File: src/rtl/module_display_bcd_scan.sv
// Two-digit multiplexed seven-segment scanner for a packed BCD byte.
// Alternates units/tens anodes with an all-off guard gap between digits.
module module_display_bcd_scan #(
  parameter int REFRESH_COUNT = 27000,
  parameter int GUARD         = 270,
  parameter int LZ_BLANK      = 1
) (
  input  logic       clk,
  input  logic       rst,
  input  logic [7:0] bcd_i,
  input  logic       load_i,
  input  logic       en_i,
  output logic [6:0] seg_o,
  output logic [1:0] an_o,
  output logic       frame_tick_o
);

  localparam int CW = $clog2(REFRESH_COUNT);

  // Encoding order lets the state simply increment and wrap back to GAP_U.
  localparam logic [1:0] GAP_U  = 2'd0;
  localparam logic [1:0] SHOW_U = 2'd1;
  localparam logic [1:0] GAP_T  = 2'd2;
  localparam logic [1:0] SHOW_T = 2'd3;

  localparam logic [CW-1:0] GAP_LAST  = CW'(GUARD - 1);
  localparam logic [CW-1:0] SHOW_LAST = CW'(REFRESH_COUNT - GUARD - 1);

  localparam logic [6:0] SEG_OFF = 7'h7F;
  localparam logic [1:0] AN_OFF  = 2'b11;

  logic [1:0]    state;
  logic [CW-1:0] cnt;
  logic [7:0]    data;
  logic          slot_last;
  logic [6:0]    seg_next;
  logic [1:0]    an_next;

  function automatic logic [6:0] encode(input logic [3:0] digit);
    logic [6:0] seg;
    case (digit)
      4'd0:    seg = 7'b1000000;
      4'd1:    seg = 7'b1111001;
      4'd2:    seg = 7'b0100100;
      4'd3:    seg = 7'b0110000;
      4'd4:    seg = 7'b0011001;
      4'd5:    seg = 7'b0010010;
      4'd6:    seg = 7'b0000010;
      4'd7:    seg = 7'b1111000;
      4'd8:    seg = 7'b0000000;
      4'd9:    seg = 7'b0010000;
      default: seg = 7'b0111111;
    endcase
    return seg;
  endfunction

  assign slot_last = (state == GAP_U || state == GAP_T) ? (cnt == GAP_LAST)
                                                        : (cnt == SHOW_LAST);

  // NOTE: sequential state uses non-blocking assignments so every register
  // samples pre-edge values regardless of block ordering.
  always_ff @(posedge clk) begin
    if (rst) begin
      state <= GAP_U;
      cnt   <= '0;
    end else if (slot_last) begin
      state <= state + 2'd1;
      cnt   <= '0;
    end else begin
      cnt <= cnt + 1'b1;
    end
  end

  always_ff @(posedge clk) begin
    if (rst) begin
      data <= 8'h00;
    end else if (load_i) begin
      data <= bcd_i;
    end
  end

  // NOTE: defaults first so no path through the block leaves an output
  // unassigned, which would infer a latch.
  always_comb begin
    seg_next = SEG_OFF;
    an_next  = AN_OFF;
    case (state)
      SHOW_U: begin
        seg_next = encode(data[3:0]);
        an_next  = 2'b10;
      end
      SHOW_T: begin
        if (!(LZ_BLANK != 0 && data[7:4] == 4'd0)) begin
          seg_next = encode(data[7:4]);
          an_next  = 2'b01;
        end
      end
      default: ;
    endcase
    if (!en_i) an_next = AN_OFF;
  end

  always_ff @(posedge clk) begin
    if (rst) begin
      seg_o        <= SEG_OFF;
      an_o         <= AN_OFF;
      frame_tick_o <= 1'b0;
    end else begin
      seg_o        <= seg_next;
      an_o         <= an_next;
      frame_tick_o <= (state == SHOW_T) && slot_last;
    end
  end

endmodule

File: config.mk
export PLATFORM = sky130hd
export DESIGN_NAME = module_display_bcd_scan
export DESIGN_NICKNAME = d
export VERILOG_FILES = /design/src/rtl/module_display_bcd_scan.sv
export SDC_FILE = /design/constraint.sdc
export NUM_CORES = 1
export LEC_CHECK = 0
export BUFFER_PORTS_ARGS = -buffer_cell sky130_fd_sc_hd__buf_4
export CORE_ASPECT_RATIO = 1.75
export CORE_MARGIN = 3
export CORE_UTILIZATION = 58
export CTS_CLUSTER_SIZE = 10
export DETAILED_ROUTE_END_ITERATION = 8
export GPL_TIMING_DRIVEN = 1
export PLACE_DENSITY = 0.79
export SYNTH_ARGS = -nofsm -noshare
export SYNTH_HDL_FRONTEND = slang
export SYNTH_SLANG_ARGS = --single-unit
File: constraint.sdc
create_clock -name clk -period 2.2 [get_ports clk]
set_input_delay 0.22 -clock clk [delete_from_list [all_inputs] [get_ports clk]]
set_output_delay 0.22 -clock clk [all_outputs]
set_load 0.02 [all_outputs]
* Word level (Yosys, flattened, before mapping)
Memories as Yosys holds them, arrays and structs flattened. A register that Yosys moved wholly into a read port is not among the register bits.
Cells that the tools add are included.
** Word-level totals
- Register bits after elaboration :: 35
- Bits in read-only memories :: 224
- Input port bits :: 12
- Output and inout bits :: 10
- Memories :: 2
** Operators by class
- Add/sub/neg operators :: 2
- Equality and inequality tests :: 5
- Mux-type cells :: 9
- Bitwise operators :: 1
- Reductions and logical operators :: 6
** Memories
- (no name shown) :: words 16, width 7, rd ports 1, clocked after Yosys merged registers in 1, wr ports 0, line 41 : case (digit)
- (no name shown) :: words 16, width 7, rd ports 1, clocked after Yosys merged registers in 1, wr ports 0, line 41
** Operators by type and width (count)
- two-way mux 4 bit :: 4
- adder 15 x 1 -> 15 bit, second input constant :: 1
- == test 15 bit, second input constant :: 1
- == test 15 x 9 -> 1 bit, second input constant :: 1
- one-hot mux 7 bit (2 select lines) :: 1
- two-way mux 7 bit :: 1
- == test 2 bit, second input constant :: 2
- zero test 4 bit :: 1
- one-hot mux 2 bit (2 select lines) :: 1
- OR reduction 2 bit :: 2
- adder 2 x 1 -> 2 bit, second input constant :: 1
- == test 2 x 1 -> 1 bit, second input constant :: 1
- zero test 2 bit :: 1
- two-way mux 2 bit :: 1
- logical AND 1 bit :: 1
- logical OR 1 bit :: 1
- two-way mux 1 bit :: 1
- NOT 1 bit :: 1

* Longest topological paths before layout
- Depth after elaboration :: 4
- Mapped depth :: 8
- Depth with buffers taken out :: 7

* Worst setup path before layout
OpenSTA, ideal clock, no wires.
- Path kind :: reg2reg
- Start :: register cnt[8]
- End :: register state[0]
- Library setup time :: 121 ps
- Arrival :: 1763 ps
- Required time :: 2079 ps
- Setup slack :: 316 ps
- Stages on the path, launching flop included :: 5
- Cell sequence :: dfxtp_1 or3b_1 or4_4 a21oi_4 mux2_4
** Between the ends
- Word-level cells in the longest chain between the ends :: 2
- Elaborated cells on any way between the ends :: 3
- Those cells by class :: eq/ne: 2; mux: 1
** Ends and longest elaborated chain
- start: declaration :: line 33 : logic [CW-1:0] cnt;
- start signal: assignment :: line 70 : cnt <= cnt + 1'b1;
- == test 15 bit / == test 15 x 9 -> 1 bit (equally long branches) :: line 58, 57
- two-way mux 1 bit * :: line 57 : assign slot_last = (state == GAP_U || state == GAP_T) ? (cnt == GAP_LAST)
- end signal: assignment :: line 67 : state <= state + 2'd1;
- end: declaration :: line 32 : logic [1:0] state;
Every way passes the cells marked *; elsewhere a longest branch is shown, timed or not.
A chain may end at the register's enable or synchronous reset.

* Worst setup path in the final report
- Start :: register state[0]
- End :: register cnt[5]
** Between the ends
- Word-level cells in the longest chain between the ends :: 4
- Elaborated cells on any way between the ends :: 5
- Those cells by class :: eq/ne: 1; mux: 1; reduce/logical: 3
** Ends and longest elaborated chain (line)
- == test 2 bit / zero test 2 bit (equally long branches) :: 57
- logical OR 1 bit * :: 57
- two-way mux 1 bit * :: 57
- OR reduction 2 bit (no line) *
Marked as above.

==> results.sh <==
export IMPL_outcome="finished, final reports clean"
export IMPL_dieArea_um2=4590
export IMPL_gp_congestion=0.775
export IMPL_synth_top_cell_by_area="dfxtp_1"
export IMPL_cp_arrival_ns=2.12
export IMPL_grtUsageTotal_pct=19.8
export IMPL_cts_htree_levels=2
export IMPL_min_period_ns=1.94
export IMPL_synth_cells=239
export IMPL_ios=22
export IMPL_num_vias=1660
export IMPL_async_reset_ff_share_pct=0
export IMPL_insertion_delay_ns=0.30
export IMPL_grt_pass1_vias=1632
export IMPL_clk_path_buf_depth=2
export IMPL_crit_required_ns=2.38
export IMPL_cts_setup_buffers=0
export IMPL_avgRoutedWirePerCell_um=13.4
export IMPL_leakagePower_nw=1.00
export IMPL_initial_core_util_pct=60.6
export IMPL_dr_first_iter_drc_count=33
export IMPL_placed_cell_area_um2=2370
export IMPL_synthesis_area_um2=2200
export IMPL_worstPathMaxFanout=14
export IMPL_ys_ff_latch=49
export IMPL_synthTopCellsByArea="dfxtp_1, ha_1, mux2i_1, nor3_1, nor2_1"
export IMPL_nets=284
export IMPL_avgViaCountPerCell=5.48
export IMPL_die_x_um=52.5
export IMPL_endpoint_kind="register"
export IMPL_tightest_slew_ns=0.457
export IMPL_swShare_pct=24.8
export IMPL_hold_path_class="primary input to register"
export IMPL_rows=29
export IMPL_clock_fmax_mhz=515
export IMPL_grt_ovfl_total=0
export IMPL_portBuffers=21
export IMPL_clk_pin_slew_ns=0.09
export IMPL_r2r_slack_ns=0.26
export IMPL_drv_slew=0
export IMPL_dp_worst_setup_slack_ns=0.264
export IMPL_clock_skew_ns=0.00771
export IMPL_ys_flop_type="dfxtp_1"
export IMPL_setup_viol=0
export IMPL_antenna_found_initial=0
export IMPL_intPower_mw=1.23
export IMPL_grt_pass1_wl_um=6750
export IMPL_final_period_utilization_pct=88.3
export IMPL_ys_warnings_count=0
export IMPL_cts_hold_fix_buffers=0
export IMPL_startpoint_type="register"
export IMPL_core_area_um2=3630
export IMPL_fillers=297
export IMPL_totalWireLength_um=4070
export IMPL_synth_nets=267
export IMPL_setup_ws_ns=0.257
export IMPL_yosysSeqAreaShare_pct=44.6
export IMPL_cts_root_buf="clkbuf_8"
export IMPL_hold_violations=0
export IMPL_synthTopCellsByCount="dfxtp_1, nor2_1, ha_1, nor3_1, nand2_1"
export IMPL_drt_pass1_iter_count=4
export IMPL_synthMostInstantiatedCell="dfxtp_1"
export IMPL_rsz0062_at_grt="false"
export IMPL_cts_tree="built"
export IMPL_area_delta_synth_final_pct=12.3
export IMPL_p_per_area_nw_per_um2=662
export IMPL_yosys_area_top_type_share_pct=44.6
export IMPL_grt_max_degree=37
export IMPL_cts_buffers=5
export IMPL_drive_gt1_share_pct=15.6
export IMPL_setup_tns_ns=0
export IMPL_seq_power_share_pct=58.1
export IMPL_clockPowerShare_pct=33.2
export IMPL_clock_sinks=49
export IMPL_antenna_cells=0
export IMPL_ir_worst_vdd_mv=0.640
export IMPL_worstSetupPathType="register to register"
export IMPL_post_route_drc_count=0
export IMPL_syn_area_per_cell_um2=9.19
export IMPL_design_area_um2=2470
export IMPL_place_hpwl_um=3070
export IMPL_synth_edff_count=0
export IMPL_synth_cell_types=36
export IMPL_ctsResizeCount=0
export IMPL_die_h_um=87.4
export IMPL_maxSlewHeadroom_pct=69.3
export IMPL_ant_nets=0
export IMPL_drv_cap=0
export IMPL_p_switching_mw=0.405
export IMPL_p_comb_share_pct=8.7
==> path summary, 6_finish.rpt <==
check             startpoint  endpoint  cells after the start
hold reg to reg     register  seg_o[3]                      2
setup / recovery    state[0]    cnt[5]                      6
hold / removal      bcd_i[1]   data[1]                      3
setup reg to reg    state[0]    cnt[5]                      6
==> cells in the final DEF (no fill, tap or decap) <==
cell type | netlist | routed
clkinvlp_4 | 0 | 1
a21oi_1 | 8 | 8
or3b_1 | 1 | 1
mux2i_1 | 13 | 13
and3b_1 | 1 | 1
nor3_1 | 16 | 16
or3_1 | 5 | 5
nor4bb_1 | 1 | 1
nor3b_1 | 1 | 1
nand2_1 | 14 | 14
a211oi_1 | 4 | 4
buf_4 | 1 | 23
o21ai_0 | 13 | 13
or2_2 | 6 | 6
dfxtp_1 | 49 | 49
nor4_1 | 3 | 3
ha_1 | 16 | 16
a31oi_1 | 2 | 2
inv_1 | 13 | 13
and4_1 | 1 | 1
nor4b_1 | 1 | 1
nor2_1 | 18 | 18
or4_4 | 1 | 1
nor2b_1 | 1 | 1
a21oi_4 | 1 | 1
clkbuf_8 | 0 | 5
nand4_1 | 7 | 7
xor2_1 | 6 | 6
and3_1 | 2 | 2
mux2_4 | 1 | 1
o22ai_1 | 2 | 2
xnor2_1 | 5 | 5
nand4bb_1 | 1 | 1
nand2b_1 | 2 | 2
inv_6 | 0 | 2
o211ai_1 | 1 | 1
nand3_1 | 10 | 10
==> worst max-delay path, cell delays in order (launching register included) <==
cell and delay, ns:
dfxtp_1 0.39, inv_1 0.10, ha_1 0.22, or4_4 0.55, a21oi_4 0.24, buf_4 0.24
nor3_1 0.07
==> cells by family (layout without fill, tap and decap cells) <==
logic type	count (synthesis)	in the layout	synth area share, %
AO/OA/AOI/OAI	31	31	8.37
XOR/XNOR	11	11	4.38
adder cells (fa/ha/maj)	16	16	9.11
buffers and inverters	26	44	4.67
flip-flops	49	49	44.6
multiplexers	14	14	6.61
AND/OR/NAND/NOR	92	92	22.2
==> layout make-up <==
| type | instances | area, µm² | share of cell area (%) |
|---|---|---|---|
| Clock inverter | 3 | 25.0 | 1.01 |
| Tap cell | 46 | 57.6 | 2.33 |
| Inverter | 13 | 48.8 | 1.98 |
| Clock buffer | 5 | 68.8 | 2.79 |
| Multi-Input combinational cell | 164 | 1110 | 45.1 |
| Timing Repair Buffer | 23 | 173 | 7.00 |
| Sequential cell | 49 | 981 | 39.8 |
==> routing by layer <==
metal / part of all wire (%) / GRT usage [%] / routed length (µm)
met5: 0 / 0 / 0
met2: 58 / 38.5 / 2350
met4: 1.4 / 6.98 / 57
met3: 2.6 / 5.15 / 106
met1: 38 / 18.7 / 1550
==> power by group through the flow <==
| stage | Clock (mW) | Sequential (mW) | Combinational, mW |
|---|---|---|---|
| after floorplan | 0 | 0.964 | 0.103 |
| after global routing | 0.594 | 0.953 | 0.164 |
| after global placement | 0 | 0.968 | 0.140 |
| after detailed placement | 0 | 0.969 | 0.143 |
| after CTS | 0.556 | 0.948 | 0.144 |
| final | 0.542 | 0.948 | 0.143 |
==> through the flow <==
step                      hold WS (ns)  util (%)  cells  total power [mW]
after global routing             0.206      68.0    303              1.71
after CTS                        0.169      68.0    303              1.65
final                            0.181      68.0    303              1.63
after global placement           0.426      65.4    295              1.11
after detailed placement         0.430      65.4    295              1.11
after floorplan                  0.331         -    239              1.07
No activity file was read; power rests on OpenSTA's default activity.
